### src/rtl/mac_stream_pkg.sv
// Shared stream widths, keep constants and arbiter state encoding.
package mac_stream_pkg;

   localparam int BEAT_W = 32;
   localparam int KEEP_W = 4;

   localparam logic [KEEP_W-1:0] KEEP_FULL = 4'b1111;
   localparam logic [KEEP_W-1:0] KEEP_NONE = 4'b0000;

   typedef enum logic [1:0] {
      IDLE  = 2'd0,
      PKT   = 2'd1,
      DRAIN = 2'd2
   } arb_state_t;

endpackage

### src/rtl/mac_tx_arbiter_rr_pick.sv
// Combinational round-robin selector: first request after i_ptr, wrapping.
module rr_pick
   import mac_stream_pkg::*;
#(
   parameter int N     = 4,
   parameter int IDX_W = $clog2(N)
)(
   input  logic [N-1:0]     i_req,
   input  logic [IDX_W-1:0] i_ptr,
   output logic             o_hit,
   output logic [IDX_W-1:0] o_idx
);

   always_comb begin
      int               w_sum;
      logic [IDX_W-1:0] w_j;
      o_hit = 1'b0;
      o_idx = '0;
      w_sum = 0;
      w_j   = '0;
      // i runs 1..N so the pointer's own port is searched last
      for (int i = 1; i <= N; i++) begin
         w_sum = (int'(i_ptr) + i) % N;
         w_j   = IDX_W'(w_sum);
         if (!o_hit && i_req[w_j]) begin
            o_hit = 1'b1;
            o_idx = w_j;
         end
      end
   end

endmodule

### src/rtl/mac_tx_arbiter.sv
// Packet-locked round-robin arbiter onto the MAC TX stream.
// MAC_TX_ARB_TIMEOUT_EN adds a mid-packet stall abort with a DRAIN state.
module mac_tx_arbiter
   import mac_stream_pkg::*;
#(
   parameter int N_PORTS        = 4,
   parameter int IDX_W          = $clog2(N_PORTS),
   parameter int TIMEOUT_CYCLES = 1024
)(
   input  logic                      clk,
   input  logic                      rst_n,
   input  logic [N_PORTS*BEAT_W-1:0] s_tdata,
   input  logic [N_PORTS*KEEP_W-1:0] s_tkeep,
   input  logic [N_PORTS-1:0]        s_tvalid,
   input  logic [N_PORTS-1:0]        s_tlast,
   output logic [N_PORTS-1:0]        s_tready,
   output logic [BEAT_W-1:0]         mac_tx_tdata,
   output logic [KEEP_W-1:0]         mac_tx_tkeep,
   output logic                      mac_tx_tvalid,
   output logic                      mac_tx_tlast,
   input  logic                      mac_tx_tready,
   output logic [IDX_W-1:0]          grant_id,
   output logic                      busy,
   output logic                      tx_abort
);

   arb_state_t        r_state;
   logic [IDX_W-1:0]  r_ptr;
   logic [IDX_W-1:0]  r_grant;
   logic [BEAT_W-1:0] r_tdata;
   logic [KEEP_W-1:0] r_tkeep;
   logic              r_tvalid;
   logic              r_tlast;

   logic              w_hit;
   logic [IDX_W-1:0]  w_win;
   logic              w_sel_valid;
   logic              w_sel_last;
   logic [BEAT_W-1:0] w_sel_data;
   logic [KEEP_W-1:0] w_sel_keep;
   logic              w_out_free;
   logic              w_acc;
   logic [N_PORTS-1:0] w_ready;
   logic              w_unused_cfg;

   rr_pick #(
      .N     (N_PORTS),
      .IDX_W (IDX_W)
   ) u_pick (
      .i_req (s_tvalid),
      .i_ptr (r_ptr),
      .o_hit (w_hit),
      .o_idx (w_win)
   );

   assign w_sel_valid = s_tvalid[r_grant];
   assign w_sel_last  = s_tlast[r_grant];
   assign w_sel_data  = s_tdata[int'(r_grant)*BEAT_W +: BEAT_W];
   assign w_sel_keep  = s_tkeep[int'(r_grant)*KEEP_W +: KEEP_W];

   assign w_out_free = !r_tvalid || mac_tx_tready;
   assign w_acc      = (r_state == PKT) && w_sel_valid && w_out_free;

   always_comb begin
      w_ready = '0;
      if (r_state == PKT)
         w_ready[r_grant] = w_out_free;
`ifdef MAC_TX_ARB_TIMEOUT_EN
      else if (r_state == DRAIN)
         w_ready[r_grant] = 1'b1;
`endif
   end

`ifdef MAC_TX_ARB_TIMEOUT_EN
   localparam int CNT_W = $clog2(TIMEOUT_CYCLES + 1);
   localparam logic [CNT_W-1:0] CNT_MAX = CNT_W'(TIMEOUT_CYCLES);

   logic [CNT_W-1:0] r_stall;
   logic             r_abort;
   logic             w_tmo;

   assign w_tmo = (r_state == PKT) && (r_stall == CNT_MAX) &&
                  w_out_free && !w_acc;
   assign tx_abort = r_abort;
`else
   assign tx_abort = 1'b0;
`endif

   assign w_unused_cfg = (^KEEP_FULL) ^ (TIMEOUT_CYCLES == 0);

   always_ff @(posedge clk or negedge rst_n) begin
      if (!rst_n) begin
         r_state  <= IDLE;
         r_ptr    <= IDX_W'(N_PORTS - 1);
         r_grant  <= '0;
         r_tdata  <= '0;
         r_tkeep  <= KEEP_NONE;
         r_tvalid <= 1'b0;
         r_tlast  <= 1'b0;
`ifdef MAC_TX_ARB_TIMEOUT_EN
         r_stall  <= '0;
         r_abort  <= 1'b0;
`endif
      end else begin
`ifdef MAC_TX_ARB_TIMEOUT_EN
         r_abort <= 1'b0;
`endif
         if (w_acc) begin
            r_tdata  <= w_sel_data;
            r_tkeep  <= w_sel_keep;
            r_tlast  <= w_sel_last;
            r_tvalid <= 1'b1;
         end
`ifdef MAC_TX_ARB_TIMEOUT_EN
         // terminate the truncated packet with an empty last beat
         else if (w_tmo) begin
            r_tdata  <= '0;
            r_tkeep  <= KEEP_NONE;
            r_tlast  <= 1'b1;
            r_tvalid <= 1'b1;
         end
`endif
         else if (mac_tx_tready)
            r_tvalid <= 1'b0;

         case (r_state)
            IDLE: begin
               if (w_hit) begin
                  r_grant <= w_win;
                  r_ptr   <= w_win;
                  r_state <= PKT;
               end
            end
            PKT: begin
               if (w_acc && w_sel_last)
                  r_state <= IDLE;
`ifdef MAC_TX_ARB_TIMEOUT_EN
               if (w_acc)
                  r_stall <= '0;
               else if (w_tmo) begin
                  r_stall <= '0;
                  r_abort <= 1'b1;
                  r_state <= DRAIN;
               end else if (!w_sel_valid && r_stall != CNT_MAX)
                  r_stall <= r_stall + 1'b1;
`endif
            end
`ifdef MAC_TX_ARB_TIMEOUT_EN
            DRAIN: begin
               if (w_sel_valid && w_sel_last)
                  r_state <= IDLE;
            end
`endif
            default: r_state <= IDLE;
         endcase
      end
   end

   assign s_tready      = w_ready;
   assign mac_tx_tdata  = r_tdata;
   assign mac_tx_tkeep  = r_tkeep;
   assign mac_tx_tvalid = r_tvalid;
   assign mac_tx_tlast  = r_tlast;
   assign grant_id      = r_grant;
   assign busy          = (r_state != IDLE);

endmodule

### config.mk
export PLATFORM = sky130hd
export DESIGN_NAME = mac_tx_arbiter
export DESIGN_NICKNAME = d
export VERILOG_FILES = /design/src/rtl/mac_stream_pkg.sv /design/src/rtl/mac_tx_arbiter_rr_pick.sv /design/src/rtl/mac_tx_arbiter.sv
export SDC_FILE = /design/constraint.sdc
export NUM_CORES = 1
export LEC_CHECK = 0
export CORE_ASPECT_RATIO = 0.9
export CORE_MARGIN = 5
export CORE_UTILIZATION = 32
export DETAILED_ROUTE_END_ITERATION = 12
export GPL_TIMING_DRIVEN = 0
export HOLD_SLACK_MARGIN = 0.1
export PLACE_DENSITY = 0.82
export RECOVER_POWER = 100
export SLEW_MARGIN = 20
export SYNTH_ARGS = -nofsm -noshare
export SYNTH_HDL_FRONTEND = slang
export SYNTH_SLANG_ARGS = --single-unit
### constraint.sdc
create_clock -name clk -period 1.6 [get_ports clk]
set_input_delay 0.32 -clock clk [delete_from_list [all_inputs] [get_ports clk]]
set_output_delay 0.32 -clock clk [all_outputs]
set_load 0.03 [all_outputs]
==> results of run 1 <==
==> critical path: cells and delay by family (launching register included) <==
| family | cells | cell delay, ns |
|---|---|---|
| mux | 2 | 0.83 |
| buf+inv | 3 | 0.40 |
| flops | 1 | 0.38 |
| simple gates | 1 | 0.12 |
==> power groups by stage <==
| stage | Combinational [W] | Sequential, W | Clock [W] |
|---|---|---|---|
| 6_report | 0.00727 | 0.00204 | 0.000704 |
| 5_1_grt | 0.00768 | 0.00212 | 0.000789 |
| 4_1_cts | 0.00720 | 0.00204 | 0.000733 |
| 3_5_place_dp | 0.00668 | 0.00207 | 0 |
| 3_3_place_gp | 0.00656 | 0.00204 | 0 |
| 2_1_floorplan | 0.00346 | 0.00309 | 0 |
==> metal layers <==
layer	GRT usage [%]	wire length [um]	vias to the layer above
li1	-	-	1133
met1	20.0	3660	1252
met2	34.5	5380	105
met3	4.58	650	9
met4	2.91	92	0
met5	0	0	-
==> cell usage in the layout, fill, tap and decap left out, types with 2 or more instances in the layout <==
cell	synthesis	routed
clkdlybuf4s50_1	0	149
dlygate4sd2_1	0	45
mux4_2	38	38
dfrtp_1	41	38
mux2_4	30	37
buf_4	1	18
clkbuf_8	0	7
buf_12	3	7
buf_6	1	4
nand2_1	4	4
clkbuf_2	0	4
o21ai_0	3	3
dfrtp_2	0	3
clkbuf_16	0	2
clkbuf_4	0	2
nor2b_1	2	2
nand2b_1	3	2
o31ai_1	2	2
inv_1	3	2
a32oi_1	2	2
buf_16	0	2
dfstp_2	2	2
==> logic make-up after synthesis <==
logic type             synth area share (%)
AO/OA/AOI/OAI                          3.12
multiplexers                           49.7
flip-flops                             38.4
other                                 0.133
buffers and inverters                  4.72
AND/OR/NAND/NOR                        3.96
==> metrics by stage <==
stage / hold WS, ns / setup TNS [ns] / total power, W / utilization (%)
3_5_place_dp: 0.354 / -27.78 / 0.00875 / 58.5
5_1_grt: 0.527 / -9.97 / 0.0106 / 62.6
4_1_cts: 0.509 / -8.02 / 0.00997 / 62.1
3_3_place_gp: 0.489 / -69.11 / 0.00860 / 58.2
2_1_floorplan: 0.0244 / -10.67 / 0.00655 / -
6_report: 0.505 / -7.99 / 0.0100 / 62.6
==> sequential cells by signal, indices dropped and copies added (netlist names) <==
name,flops
mac_tx_tlast,1
grant_id,2
r_ptr,2
r_state,1
mac_tx_tkeep,4
mac_tx_tdata,32
mac_tx_tvalid,1
==> worst max-delay path by stage <==
stage | from | endpoint | slack, ns | cells after the start
3_3_place_gp | rst_n | grant_id[0]$_DFFE_PN0P_ | -1.18 | 1
2_1_floorplan | grant_id[1]$_DFFE_PN0P_ | mac_tx_tdata[0]$_DFFE_PN0P_ | -0.30 | 5
6_report | grant_id[1]$_DFFE_PN0P_ | mac_tx_tdata[19]$_DFFE_PN0P_ | -0.23 | 6
3_5_place_dp | mac_tx_tready | s_tready[2] | -0.79 | 5
5_1_grt | grant_id[1]$_DFFE_PN0P_ | mac_tx_tdata[19]$_DFFE_PN0P_ | -0.28 | 6
4_1_cts | grant_id[1]$_DFFE_PN0P_ | mac_tx_tdata[13]$_DFFE_PN0P_ | -0.23 | 6
==> synthesized netlist by cell type <==
cell type / count
a21o_1: 1
inv_1: 3
buf_12: 3
a21boi_0: 1
o31ai_1: 2
a2bb2oi_1: 1
mux2_2: 8
a32oi_1: 2
dfrtp_1: 41
or3b_2: 1
a41oi_1: 1
mux2_4: 30
nor3_1: 2
nor2b_1: 2
nand2_1: 4
nand3_1: 1
clkbuf_1: 6
buf_2: 4
buf_6: 1
or2_2: 1
conb_1: 1
nor2_1: 3
dfstp_2: 2
mux4_2: 38
nand2b_1: 3
o21ai_0: 3
buf_4: 1
a211oi_1: 1
nand3_4: 1
nor4_1: 1
==> area by class of cell <==
cell class | instances | share of cell area, %
buffer | 15 | 3.40
clock buffer | 6 | 1.54
clock inverter | 1 | 0.0933
inverter | 3 | 0.256
multi-input combinational | 108 | 31.0
sequential | 43 | 20.2
tap | 119 | 2.77
timing repair buffer | 220 | 40.8
==> repair_timing <==
| item | 4_1_cts | 5_1_grt |
|---|---|---|
| setup endpoints to repair | 85 | 41 |
| gates resized for setup | 101 | 0 |
| hold endpoints to repair | 22 | 0 |
| cloned | 2 | 1 |
| buffers inserted | 11 | 5 |
| hold buffers | 1 | 0 |
| pin swaps | 1 | 0 |
==> run_results.csv, run 1 <==
group,metric,value,unit
clock_tree,clk_path_buf_depth,2,
global_routing,overflow,0,
timing,max_clock_freq,545,MHz
run_status,status,"finished with violations",
global_routing,grt_pass1_wl,15000,um
global_routing,grt_antenna_before_repair,0,
timing,hold_viol_final,0,
final_layout,layout.nets,551,
critical_path,reg2reg_slack,-0.23,ns
floorplanning,die_x,109,um
synth,avgSynthCellArea,16.6,um^2
critical_path,worstPathRequired,1.78,ns
critical_path,r2r_cells,6,
timing,finalMaxSlewViolations,0,
routing,ant_nets,0,
floorplanning,io_pins,201,
routing,drt-initial-drc-count,64,
critical_path,crit_type,"flop to flop",
timing,max_slew.worst_pin.slew,0.752,ns
final_layout,regArea,1080,um^2
pwr,intPower,0.00611,W
critical_path,path_max_fanout,5,
final_layout,area_delta_synth_final,91.0,%
clock_tree,root_buffer,"clkbuf_8",
final_layout,multi_input_area,1660,um^2
placed_design,dpl.hpwl,7860,um
final_layout,nFillCells,735,
synth,synth_nets,324,
floorplanning,core,8570,um^2
synth,ys_seq_area_share,38.4,%
routing,wl_per_cell,19.0,um
timing,period_needed,1.83,ns
placed_design,pre_cts_ws,-0.788,ns
timing,clock-skew-final,0.00311,ns
placed_design,placed_area,5010,um^2
critical_path,arrival,2.01,ns
critical_path,critical_path.endpoint_type,"flop",
timing,fin_crit_sh,115,%
global_routing,grt_max_degree,24,
synth,yosysUniqueCellTypes,30,
placed_design,dp.cells,488,
hold_path,min_path_cells,1,
placed_design,place.gp.congestion,0.817,
floorplanning,dieArea,10800,um^2
routing,drt-pass1-iter-count,4,
pwr,p_clk_share,7.0,%
timing,rsz0062_at_grt,"yes",
floorplanning,start_util,32.8,%
pwr,cellLeakagePower,2.31,nW
timing,setup_ws,-0.233,ns
synth,yosysWarnings,0,
pwr,p_seq_share,20.4,%
final_layout,drive_above_1_share,34.8,%
clock_tree,cts-buffers-inserted,5,
hold_path,min_to,"mac_tx_tdata[22]$_DFFE_PN0P_",
timing,timing.slew.headroom,49.4,%
routing,routed_via_density,4.85,
clock_tree,cts_tree,"done",
hold_path,min_from,"mac_tx_tdata[22]$_DFFE_PN0P_",
global_routing,grt_use_total,18.0,%
clock_tree,clock-sinks,43,
pwr,swShare,39.0,%
routing,routed_wl,9790,um
run_status,violations,"setup timing",
global_routing,grt_pass1_vias,2876,
placed_design,numPortBuffers,199,
pwr,power_per_cell_area,1870,nW/um^2
critical_path,crit_chain,"buf_6, mux4_2, nand3_4, buf_12, clkbuf_16, mux2_4",
pwr,p_switching,0.00390,W
pwr,p_comb_share,72.6,%
final_layout,fin_area,5370,um^2
hold_path,hold_class,"flop to flop",
synth,synth_top_area_share,36.5,%
final_layout,final_cells,515,
pwr,vdd_ir_drop_max,1020,uV
floorplanning,die_h,98.9,um
critical_path,reg2reg_from,"grant_id[1]$_DFFE_PN0P_",
run,max_cap_viol_count,0,
critical_path,cpPeakStageDelay,0.54,ns
synth,synth_area_leader_cell,"dfrtp_1",
final_layout,antenna_cells,0,
synth,syn-cell-area,2810,um^2
critical_path,timing.rr.end,"mac_tx_tdata[19]$_DFFE_PN0P_",
routing,drc,0,
critical_path,cp-start-kind,"flop",
critical_path,cpMaxStageDelayCell,"mux4_2",
clock_tree,path_clk_slew,0.08,ns
synth,ys_ff_latch,43,
timing,setup_violations,41,
routing,vias,2499,
floorplanning,num_rows,32,
synth,ys_top_cells_by_area,"dfrtp_1 (37%), mux4_2 (30%), mux2_4 (16%)",
clock_tree,clk_latency,0.29,ns
clock_tree,cts_max_level,2,
synth,synthCells,169,
(Power assumes the default switching activity.)
==> run 2, diff against run 1 <==
--- a/config.mk
+++ b/config.mk
@@ -8,3 +8,3 @@
 export CORE_ASPECT_RATIO = 0.9
-export CORE_MARGIN = 5
+export CORE_MARGIN = 2
 export CORE_UTILIZATION = 32
--- a/constraint.sdc
+++ b/constraint.sdc
@@ -3,2 +3,2 @@
 set_output_delay 0.32 -clock clk [all_outputs]
-set_load 0.03 [all_outputs]
+set_load 0.02 [all_outputs]
==> run 2 against run 1 <==
Compared with the run above: the flow still finishes with violations (setup timing); cell count fell by 1.4%; highest routed layer unchanged; critical path depth fell by 1; setup slack got worse by 0.019 ns; largest cell class unchanged; clock power rose by 11%; via count fell by 1.4%.
==> run_results.csv, run 2 (synthesis gave the netlist of run 1 again) <==
group,metric,value,unit
floorplanning,num_rows,32,
critical_path,path_max_fanout,10,
routing,ant_nets,0,
global_routing,grt_pass1_wl,13500,um
critical_path,cp-start-kind,"input port",
final_layout,layout.nets,543,
floorplanning,io_pins,201,
critical_path,worstPathRequired,1.78,ns
clock_tree,cts-buffers-inserted,5,
final_layout,final_common_cell,"clkdlybuf4s50_1",
clock_tree,clk_path_buf_depth,2,
clock_tree,clk_latency,0.29,ns
timing,timing.slew.headroom,59.7,%
global_routing,grt_use_total,18.2,%
timing,max_clock_freq,540,MHz
routing,vias,2465,
hold_path,min_from,"mac_tx_tdata[26]$_DFFE_PN0P_",
clock_tree,clock-sinks,43,
clock_tree,cts_max_level,2,
floorplanning,dieArea,9550,um^2
clock_tree,cts_tree,"done",
routing,drc,0,
placed_design,dpl.hpwl,7060,um
run,max_cap_viol_count,0,
floorplanning,start_util,32.8,%
timing,clock-skew-final,0.00634,ns
floorplanning,core,8570,um^2
final_layout,antenna_cells,0,
final_layout,drive_above_1_share,32.9,%
final_layout,layout_common_cells,"clkdlybuf4s50_1 (153), dfrtp_1 (39), mux4_2 (38)",
hold_path,hold_class,"flop to flop",
timing,setup_violations,41,
routing,drt-initial-drc-count,29,
critical_path,crit_type,"input port to flop",
routing,wl_per_cell,17.4,um
hold_path,min_path_cells,1,
critical_path,arrival,2.03,ns
critical_path,reg2reg_slack,-0.24,ns
placed_design,placed_area,5000,um^2
routing,routed_via_density,4.85,
floorplanning,die_x,103,um
run_status,status,"finished with violations",
timing,hold_ws,0.513,ns
global_routing,grt_max_degree,25,
critical_path,timing.rr.end,"mac_tx_tdata[27]$_DFFE_PN0P_",
critical_path,critical_path.endpoint_type,"flop",
clock_tree,root_buffer,"clkbuf_8",
pwr,cellLeakagePower,2.15,nW
critical_path,r2r_cells,5,
final_layout,largest_reg_flops,32,
final_layout,area_delta_synth_final,83.3,%
pwr,vdd_ir_drop_max,791,uV
timing,period_needed,1.85,ns
timing,hold_viol_final,0,
global_routing,overflow,0,
timing,setup_ws,-0.252,ns
clock_tree,path_clk_slew,0.09,ns
timing,finalMaxSlewViolations,0,
timing,fin_crit_sh,116,%
routing,drt-pass1-iter-count,4,
global_routing,grt_antenna_before_repair,0,
global_routing,grt_pass1_vias,2745,
routing,routed_wl,8830,um
placed_design,place.gp.congestion,0.792,
timing,max_slew.worst_pin.slew,0.600,ns
hold_path,min_to,"mac_tx_tdata[26]$_DFFE_PN0P_",
timing,rsz0062_at_grt,"yes",
pwr,power_per_cell_area,1760,nW/um^2
run_status,violations,"setup timing",
placed_design,numPortBuffers,199,
critical_path,reg2reg_from,"grant_id[1]$_DFFE_PN0P_",
floorplanning,die_h,92.9,um
final_layout,fin_area,5150,um^2
## run 2: worst max-delay path by stage
stage	from	endpoint	slack, ns	cells after the start
2_1_floorplan	grant_id[1]$_DFFE_PN0P_	mac_tx_tdata[0]$_DFFE_PN0P_	-0.25	5
4_1_cts	grant_id[1]$_DFFE_PN0P_	mac_tx_tdata[1]$_DFFE_PN0P_	-0.28	5
3_5_place_dp	mac_tx_tready	s_tready[2]	-0.70	5
5_1_grt	grant_id[1]$_DFFE_PN0P_	mac_tx_tdata[2]$_DFFE_PN0P_	-0.30	5
6_report	s_tvalid[1]	mac_tx_tdata[27]$_DFFE_PN0P_	-0.25	5
3_3_place_gp	rst_n	grant_id[1]$_DFFE_PN0P_	-1.18	1
## run 2: cell type report
class | count | area, um^2
Buffer | 14 | 156
Timing Repair Buffer | 213 | 1970
Inverter | 3 | 16.3
Sequential cell | 43 | 1080
Tap cell | 119 | 149
Clock buffer | 7 | 96.3
Fill cell | 756 | 3420
Multi-Input combinational cell | 108 | 1670
Clock inverter | 1 | 7.51
## run 2: where the power goes
group	switching, W	internal, W
registers	0.000338	0.00170
clock network	0.000389	0.000393
logic	0.00268	0.00355
## run 2: what timing repair did
action	CTS	global route
gates resized for setup	71	28
setup buffers	9	3
pin swaps	3	3
hold buffers	1	0
endpoints found under the setup margin	58	62
endpoints found under the hold margin	23	0
## run 2: routing by layer
layer  share of wire [%]  wire length [um]  global-route usage (%)  vias up
met4                0.74                65                    2.63        0
met2                  54              4770                    34.3       95
met1                  39              3420                    21.6     1246
met5                   0                 0                       0        -
met3                 6.4               564                    3.70        8
li1                    -                 -                       -     1116
## run 2: per-stage QoR
| step | utilization (%) | power, W | std cells | setup TNS (ns) | worst slack, ns |
|---|---|---|---|---|---|
| floorplan | - | 0.00607 | 169 | -8.69 | -0.255 |
| global placement | 58.0 | 0.00813 | 487 | -69.19 | -1.18 |
| detailed placement | 58.3 | 0.00824 | 488 | -27.90 | -0.699 |
| CTS | 61.3 | 0.00937 | 506 | -10.35 | -0.279 |
| global route | 60.1 | 0.00959 | 508 | -11.15 | -0.298 |
| finish | 60.1 | 0.00905 | 508 | -9.32 | -0.252 |
## run 2: critical path, stage by stage
cell	delay (ns)
clkdlybuf4s50_1	0.50
mux4_2	0.55
nand3_4	0.17
buf_12	0.17
mux2_4	0.30
